===== config.mk =====
export PLATFORM = sky130hd
export DESIGN_NAME = i2c_slave_regif
export DESIGN_NICKNAME = d
export VERILOG_FILES = /design/src/rtl/i2c_pkg.sv /design/src/rtl/i2c_sig_filter.sv /design/src/rtl/i2c_slave_regif.sv
export SDC_FILE = /design/constraint.sdc
export NUM_CORES = 1
export LEC_CHECK = 0
export CAP_MARGIN = 20
export CORE_ASPECT_RATIO = 0.5
export CORE_UTILIZATION = 63
export DETAILED_ROUTE_END_ITERATION = 7
export DONT_BUFFER_PORTS = 1
export GPL_ROUTABILITY_DRIVEN = 0
export GPL_TIMING_DRIVEN = 0
export MAX_ROUTING_LAYER = met4
export PLACE_DENSITY = 0.81
export SYNTH_ARGS = -nofsm -noshare
export SYNTH_HDL_FRONTEND = slang
export SYNTH_SLANG_ARGS = --single-unit
export TNS_END_PERCENT = 30

===== constraint.sdc =====
create_clock -name clk -period 2 [get_ports clk]
set_input_delay 0.4 -clock clk [delete_from_list [all_inputs] [get_ports clk]]
set_output_delay 0.4 -clock clk [all_outputs]
set_load 0.02 [all_outputs]

===== src/rtl/i2c_pkg.sv =====
// i2c_pkg: shared FSM state encoding, bus bit constants and address match helper for the I2C register slave
package i2c_pkg;
  typedef enum logic [3:0] {
    IDLE, ADDR, ADDR_ACK, PTR, PTR_ACK, WR, WR_ACK, RD, RD_ACK, IGNORE
  } i2c_state_e;
  localparam logic ACK  = 1'b0;
  localparam logic NACK = 1'b1;
  // General call (address 0) never matches, whatever the configured address
  function automatic logic addr_hit(input logic [7:0] b, input logic [6:0] a);
    return (b[7:1] == a) && (b[7:1] != 7'd0);
  endfunction
endpackage


===== src/rtl/i2c_sig_filter.sv =====
// i2c_sig_filter: 2-FF synchronizer followed by a level filter that needs filt_len equal samples to change
module i2c_sig_filter #(
  parameter int filt_len = 3
) (
  input  logic clk,
  input  logic rst,
  input  logic in_i,
  output logic out_o
);
  logic [1:0] sync_q;
  logic [2:0] cnt_q;
  logic       out_q;
  always_ff @(posedge clk) begin
    if (rst) begin
      sync_q <= 2'b11;
      cnt_q  <= 3'd0;
      out_q  <= 1'b1;
    end else begin
      sync_q <= {sync_q[0], in_i};
      if (sync_q[1] == out_q) cnt_q <= 3'd0;
      else if (cnt_q == 3'(filt_len - 1)) begin
        out_q <= sync_q[1];
        cnt_q <= 3'd0;
      end else cnt_q <= cnt_q + 3'd1;
    end
  end
  assign out_o = out_q;
endmodule


===== src/rtl/i2c_slave_regif.sv =====
// i2c_slave_regif: I2C target giving a master pointer-based access to an external 8-bit register file
module i2c_slave_regif
  import i2c_pkg::*;
#(
  parameter logic [6:0] slave_addr       = 7'h50,
  parameter int         filt_len         = 3,
  parameter int         simulation_delay = 0
) (
  input  logic       clk,
  input  logic       rst,
  input  logic       scl_i,
  input  logic       sda_i,
  output logic       sda_t,
  output logic       sda_o,
  output logic [7:0] reg_ptr,
  input  logic [7:0] reg_rdata,
  output logic       reg_wen,
  output logic [7:0] reg_waddr,
  output logic [7:0] reg_wdata,
  output logic       busy
);
  i2c_state_e state_q, state_d;
  logic [3:0] cnt_q, cnt_d;
  logic [7:0] sh_q, sh_d, ptr_q, ptr_d, waddr_q, waddr_d, wdata_q, wdata_d;
  logic       sda_t_q, sda_t_d, wen_q, wen_d, busy_q, busy_d;
  logic       scl_f, sda_f, scl_p_q, sda_p_q;
  logic       scl_rise, scl_fall, start, stop;
  logic       unused_sim_dly;
  assign unused_sim_dly = |simulation_delay;
  i2c_sig_filter #(.filt_len(filt_len)) u_scl (.clk(clk), .rst(rst), .in_i(scl_i), .out_o(scl_f));
  i2c_sig_filter #(.filt_len(filt_len)) u_sda (.clk(clk), .rst(rst), .in_i(sda_i), .out_o(sda_f));
  assign scl_rise = scl_f & ~scl_p_q;
  assign scl_fall = ~scl_f & scl_p_q;
  assign start    = scl_f & scl_p_q & sda_p_q & ~sda_f;
  assign stop     = scl_f & scl_p_q & ~sda_p_q & sda_f;
  always_ff @(posedge clk) begin
    if (rst) begin
      state_q <= IDLE;
      cnt_q   <= 4'd0;
      sh_q    <= 8'd0;
      ptr_q   <= 8'd0;
      waddr_q <= 8'd0;
      wdata_q <= 8'd0;
      sda_t_q <= 1'b1;
      wen_q   <= 1'b0;
      busy_q  <= 1'b0;
      scl_p_q <= 1'b1;
      sda_p_q <= 1'b1;
    end else begin
      state_q <= state_d;
      cnt_q   <= cnt_d;
      sh_q    <= sh_d;
      ptr_q   <= ptr_d;
      waddr_q <= waddr_d;
      wdata_q <= wdata_d;
      sda_t_q <= sda_t_d;
      wen_q   <= wen_d;
      busy_q  <= busy_d;
      scl_p_q <= scl_f;
      sda_p_q <= sda_f;
    end
  end
  always_comb begin
    state_d = state_q;
    cnt_d   = cnt_q;
    sh_d    = sh_q;
    ptr_d   = wen_q ? ptr_q + 8'd1 : ptr_q;
    waddr_d = waddr_q;
    wdata_d = wdata_q;
    sda_t_d = sda_t_q;
    wen_d   = 1'b0;
    busy_d  = busy_q;
    if (stop) begin
      state_d = IDLE;
      busy_d  = 1'b0;
      sda_t_d = 1'b1;
    end else if (start) begin
      state_d = ADDR;
      busy_d  = 1'b1;
      sda_t_d = 1'b1;
      cnt_d   = 4'd0;
    end else if (scl_rise) begin
      if (state_q inside {ADDR, PTR, WR, RD}) cnt_d = cnt_q + 4'd1;
      if (state_q inside {ADDR, PTR, WR}) sh_d = {sh_q[6:0], sda_f};
      // The pointer advances past every byte read; the master's ACK/NACK only decides whether to continue
      if (state_q == RD_ACK) begin
        ptr_d   = ptr_q + 8'd1;
        state_d = (sda_f == NACK) ? IGNORE : RD_ACK;
      end
    end else if (scl_fall) begin
      case (state_q)
        ADDR: if (cnt_q == 4'd8) begin
          cnt_d   = 4'd0;
          state_d = addr_hit(sh_q, slave_addr) ? ADDR_ACK : IGNORE;
          sda_t_d = addr_hit(sh_q, slave_addr) ? ACK : 1'b1;
        end
        PTR: if (cnt_q == 4'd8) begin
          cnt_d   = 4'd0;
          ptr_d   = sh_q;
          state_d = PTR_ACK;
          sda_t_d = ACK;
        end
        WR: if (cnt_q == 4'd8) begin
          cnt_d   = 4'd0;
          wen_d   = 1'b1;
          waddr_d = ptr_q;
          wdata_d = sh_q;
          state_d = WR_ACK;
          sda_t_d = ACK;
        end
        RD: if (cnt_q == 4'd8) begin
          cnt_d   = 4'd0;
          state_d = RD_ACK;
          sda_t_d = 1'b1;
        end else begin
          sda_t_d = sh_q[6];
          sh_d    = {sh_q[6:0], 1'b0};
        end
        ADDR_ACK: begin
          state_d = sh_q[0] ? RD : PTR;
          sh_d    = sh_q[0] ? reg_rdata : sh_q;
          sda_t_d = sh_q[0] ? reg_rdata[7] : 1'b1;
        end
        RD_ACK: begin
          state_d = RD;
          sh_d    = reg_rdata;
          sda_t_d = reg_rdata[7];
        end
        PTR_ACK, WR_ACK: begin
          state_d = WR;
          sda_t_d = 1'b1;
        end
        default: ;
      endcase
    end
  end
  assign sda_t     = sda_t_q;
  assign sda_o     = 1'b0;
  assign reg_ptr   = ptr_q;
  assign reg_wen   = wen_q;
  assign reg_waddr = waddr_q;
  assign reg_wdata = wdata_q;
  assign busy      = busy_q;
endmodule


==> implementation parameters <==
Parameter                              Value

Drt
  Total wire length after detailed routing    8400 microns
  DRC marker count from the first detailed-route iteration    230
  Number of vias after detailed routing    3022
  Average wire per cell in the routed design    17.8 microns
  Number of nets with antenna violations after detailed routing    0
  Total DRC errors in the routed layout    0
  Number of detailed-routing iterations run before antenna repair    5
  Vias per Instance    6.39

GRT
  Largest net degree at the start of global routing    11
  Via count of the first global-routing pass    2674
  Global-route wire length before repair    13000 microns
  Global Route Usage Sum    0.347
  GRT Residual Overflow    0
  Number of antenna violations at the first check in global routing    0

Power
  Net switching power    507 uW
  Switching share of total power    0.229
  Peak supply drop    0.396 mV
  Power density over cell area    637 nW/um^2
  Comb power frac    0.022
  Clock power share    0.463
  Lkg Pwr    1.28 nW
  Power share of the sequential group    0.515
  Cell internal power dissipation    1.71 mW

Logic synthesis
  Syn_area_per_cell    7.96 sq um
  Cells after synthesis    392
  Combinational family with the most area after synthesis    compound AO/OA/AOI/OAI gates
  Fraction of the mapped netlist area in compound gates    0.245
  Synthesis-stage register bit count    57
  Number of flops mapped to enable cells by yosys    0
  Synth warnings    0
  Fraction of the mapped netlist area in simple logic gates    0.236
  Post-Syn Area    3120 sq um
  Asr flop ratio synth    0
  XOR/XNOR share of the synthesized area    0.0393
  Multiplexer fraction of the synthesized cell area    0.00963
  Library cell occupying the most area in the post-synthesis netlist    sky130_fd_sc_hd__dfxtp_1
  Share of synthesized area occupied by flip-flops and latches    0.366
  Number of distinct library cells after synthesis    66
  Total nets after synthesis    414
  Most used DFF post-synth    sky130_fd_sc_hd__dfxtp_1
  Area share of the largest cell type after synthesis    0.366
  Adder-cell share of the synthesized area    0.0401
  Largest cells by area after synthesis    sky130_fd_sc_hd__dfxtp_1 37%, sky130_fd_sc_hd__nand2_1 6.9%, sky130_fd_sc_hd__a21oi_1 4.7%, sky130_fd_sc_hd__ha_1 4.0%, sky130_fd_sc_hd__inv_1 3.1%

Worst setup path
  Startpoint class of the critical path    register
  Dominant delay contributor by cell family on the critical path    simple AND/OR/NAND/NOR gates
  Buffer and inverter count on the worst path    1
  Path type of the worst setup path    register to register
  Crit path required time    2.27 ns
  Arrival time of the worst setup path    2.24 ns
  Worst setup EP type    register
  Crit path max fanout    6
  Slowest stage delay, CP    0.53 ns
  Cell Chain, Critical Path    or4b_1 -> buf_4 -> nor2_4 -> a21oi_2 -> or4_1 -> a21oi_1
  Cell type of the slowest stage on the worst timing path    sky130_fd_sc_hd__or4_1

Timing
  Final Hold Fails    0
  Final period utilization    0.985
  Hold Slack    0.160 ns
  Worst-Margin Slew    0.634 ns
  Clock Skews    0.00518 ns
  Max Clk Rate    0.507 GHz
  Tightest slew margin relative to the limit    0.578
  Unrepaired setup endpoints after global routing    yes
  Number of setup violations in the final report    0
  Final critical-path required period    1.97 ns
  Max-slew violation total from the final report    0

Clock tree
  Clock sink total    57
  CTS tree    done
  Buffer cell driving the clock tree root    sky130_fd_sc_hd__clkbuf_8
  Number of hold-repair buffers added at the cts stage    0
  Total clock buffers created by CTS    9
  Source-to-sink clock delay at the later pin of the worst-skew pair    0.34 ns
  Max Root-Sink Buffers    2
  H-tree levels    3
  Clock transition at path regs    0.06 ns

Placement
  HPWL reported at the end of detailed placement    5820 microns
  IO Port Bufs    0
  Placed Area    3200 sq um

Run status
  Outcome    finished clean

Finish
  Fill cell instance count of the final layout    345
  Syn-to-layout area delta    11.8%
  Post-route cell area    3490 sq um
  Number of antenna repair diodes    0
  Final net count    425
  Share of post-route cells with drive strength above 1    0.145

Floorplan
  I/O pin cnt    40
  Chip Height    51.8 microns
  Die ar.    5250 sq um
  Horiz. Die Dim    102 microns
  Number of placement rows    17
  CORE AREA    4570 sq um
  Starting density of the core    0.682

Run
  Max-cap violations    0

Min path
  Hold/Removal Path Class    input port to register
## cells in the mapped netlist, types with 2 or more instances
| library cell | n |
|---|---|
| sky130_fd_sc_hd__a211oi_1 | 4 |
| sky130_fd_sc_hd__a21o_1 | 3 |
| sky130_fd_sc_hd__a21oi_1 | 29 |
| sky130_fd_sc_hd__a31oi_1 | 4 |
| sky130_fd_sc_hd__and3b_1 | 3 |
| sky130_fd_sc_hd__and4b_1 | 2 |
| sky130_fd_sc_hd__buf_2 | 4 |
| sky130_fd_sc_hd__clkbuf_1 | 19 |
| sky130_fd_sc_hd__dfxtp_1 | 57 |
| sky130_fd_sc_hd__ha_1 | 10 |
| sky130_fd_sc_hd__inv_1 | 26 |
| sky130_fd_sc_hd__mux2i_1 | 3 |
| sky130_fd_sc_hd__nand2_1 | 57 |
| sky130_fd_sc_hd__nand2b_1 | 5 |
| sky130_fd_sc_hd__nand3_1 | 5 |
| sky130_fd_sc_hd__nand4_1 | 4 |
| sky130_fd_sc_hd__nand4b_1 | 2 |
| sky130_fd_sc_hd__nor2_1 | 26 |
| sky130_fd_sc_hd__nor2b_1 | 7 |
| sky130_fd_sc_hd__nor3_1 | 9 |
| sky130_fd_sc_hd__nor4_1 | 2 |
| sky130_fd_sc_hd__nor4b_2 | 2 |
| sky130_fd_sc_hd__o211ai_1 | 2 |
| sky130_fd_sc_hd__o21a_1 | 2 |
| sky130_fd_sc_hd__o21ai_0 | 8 |
| sky130_fd_sc_hd__o21ai_1 | 17 |
| sky130_fd_sc_hd__o22ai_1 | 4 |
| sky130_fd_sc_hd__o2bb2ai_1 | 7 |
| sky130_fd_sc_hd__o311a_1 | 6 |
| sky130_fd_sc_hd__o31ai_1 | 4 |
| sky130_fd_sc_hd__o32ai_1 | 2 |
| sky130_fd_sc_hd__or2_2 | 5 |
| sky130_fd_sc_hd__or3_1 | 6 |
| sky130_fd_sc_hd__or4_1 | 2 |
| sky130_fd_sc_hd__xnor2_1 | 9 |
| sky130_fd_sc_hd__xor2_1 | 5 |
## area by class of cell
cell class                      count  area (sq um)  area share
Buffer                             21           108      0.0309
Clock buffer                        9           124      0.0355
Clock inverter                      6          60.1      0.0172
Inverter                           26          97.6      0.0280
Multi-Input combinational cell    285          1850       0.530
Sequential cell                    57          1140       0.328
Tap cell                           66          82.6      0.0237
Timing Repair Buffer                3          22.5     0.00646
## layout by cell type, fill, tap and decap left out, drive strengths merged, types with 3 or more instances in the layout
master,count
nand2,57
dfxtp,57
a21oi,30
nor2,27
inv,26
o21ai,25
clkbuf,25
ha,10
nor3,10
xnor2,9
buf,8
o2bb2ai,7
nor2b,7
o311a,6
or3,6
or2,5
nand3,5
nand2b,5
xor2,5
a31oi,4
o31ai,4
nand4,4
a211oi,4
o22ai,4
and3b,3
a21o,3
mux2i,3
clkinv,3
o211ai,3
## registers in the layout, indices dropped and copies added (netlist names)
register      flops
busy              1
cnt_q             4
reg_ptr           8
reg_waddr         8
reg_wdata         8
reg_wen           1
scl_p_q           1
sda_p_q           1
sda_t             1
sh_q              8
state_q           4
u_scl.cnt_q       3
u_scl.out_o       1
u_scl.sync_q      2
u_sda.cnt_q       3
u_sda.out_o       1
u_sda.sync_q      2
## power groups by stage
| stage | clock network [mW] | logic, mW | registers (mW) |
|---|---|---|---|
| floorplan | 0 | 0.0319 | 1.17 |
| global placement | 0 | 0.0441 | 1.17 |
| detailed placement | 0 | 0.0449 | 1.17 |
| CTS | 1.03 | 0.0459 | 1.14 |
| global route | 1.09 | 0.0518 | 1.14 |
| finish | 1.03 | 0.0482 | 1.14 |
## through the flow
| stage | setup TNS [ns] | setup slack, ns | std cells | util | total power, mW |
|---|---|---|---|---|---|
| after CTS | 0 | 0.00339 | 472 | 0.751 | 2.22 |
| after floorplan | 0 | 0.163 | 392 | - | 1.20 |
| final | 0 | 0.0292 | 473 | 0.762 | 2.22 |
| after global placement | -2.67 | -0.153 | 458 | 0.700 | 1.21 |
| after global routing | -0.157 | -0.0633 | 473 | 0.762 | 2.28 |
| after detailed placement | -3.80 | -0.208 | 458 | 0.700 | 1.21 |
## kinds of logic (layout without fill, tap and decap cells)
group	after synthesis	in the layout
other cells	1	1
buf+inv	50	65
flops	57	57
mux	3	3
simple gates	144	144
xor+xnor	14	14
fa+ha+maj	10	10
compound gates	113	113
## per-layer routing
layer | track usage | vias to the layer above | routed length [microns]
met5 | - | - | 0
met4 | 0.138 | 0 | 206
li1 | - | 1416 | -
met2 | 0.517 | 177 | 3530
met1 | 0.442 | 1404 | 3690
met3 | 0.106 | 25 | 966
## worst paths after layout
kind                         from              end  slack (ns)  depth (start not counted)
hold / removal              sda_i  u_sda.sync_q[0]        0.16                          1
setup / recovery       state_q[1]       state_q[1]        0.03                          6
hold reg to reg   u_sda.sync_q[0]  u_sda.sync_q[1]        0.42                          1
setup reg to reg       state_q[1]       state_q[1]        0.03                          6
## timing repair
action,4_1_cts,5_1_grt
endpoints found under the setup margin,27,28
buffers inserted,0,3
pin swaps,0,3
gates resized for setup,17,14
Power figures use the tool's default switching activity.
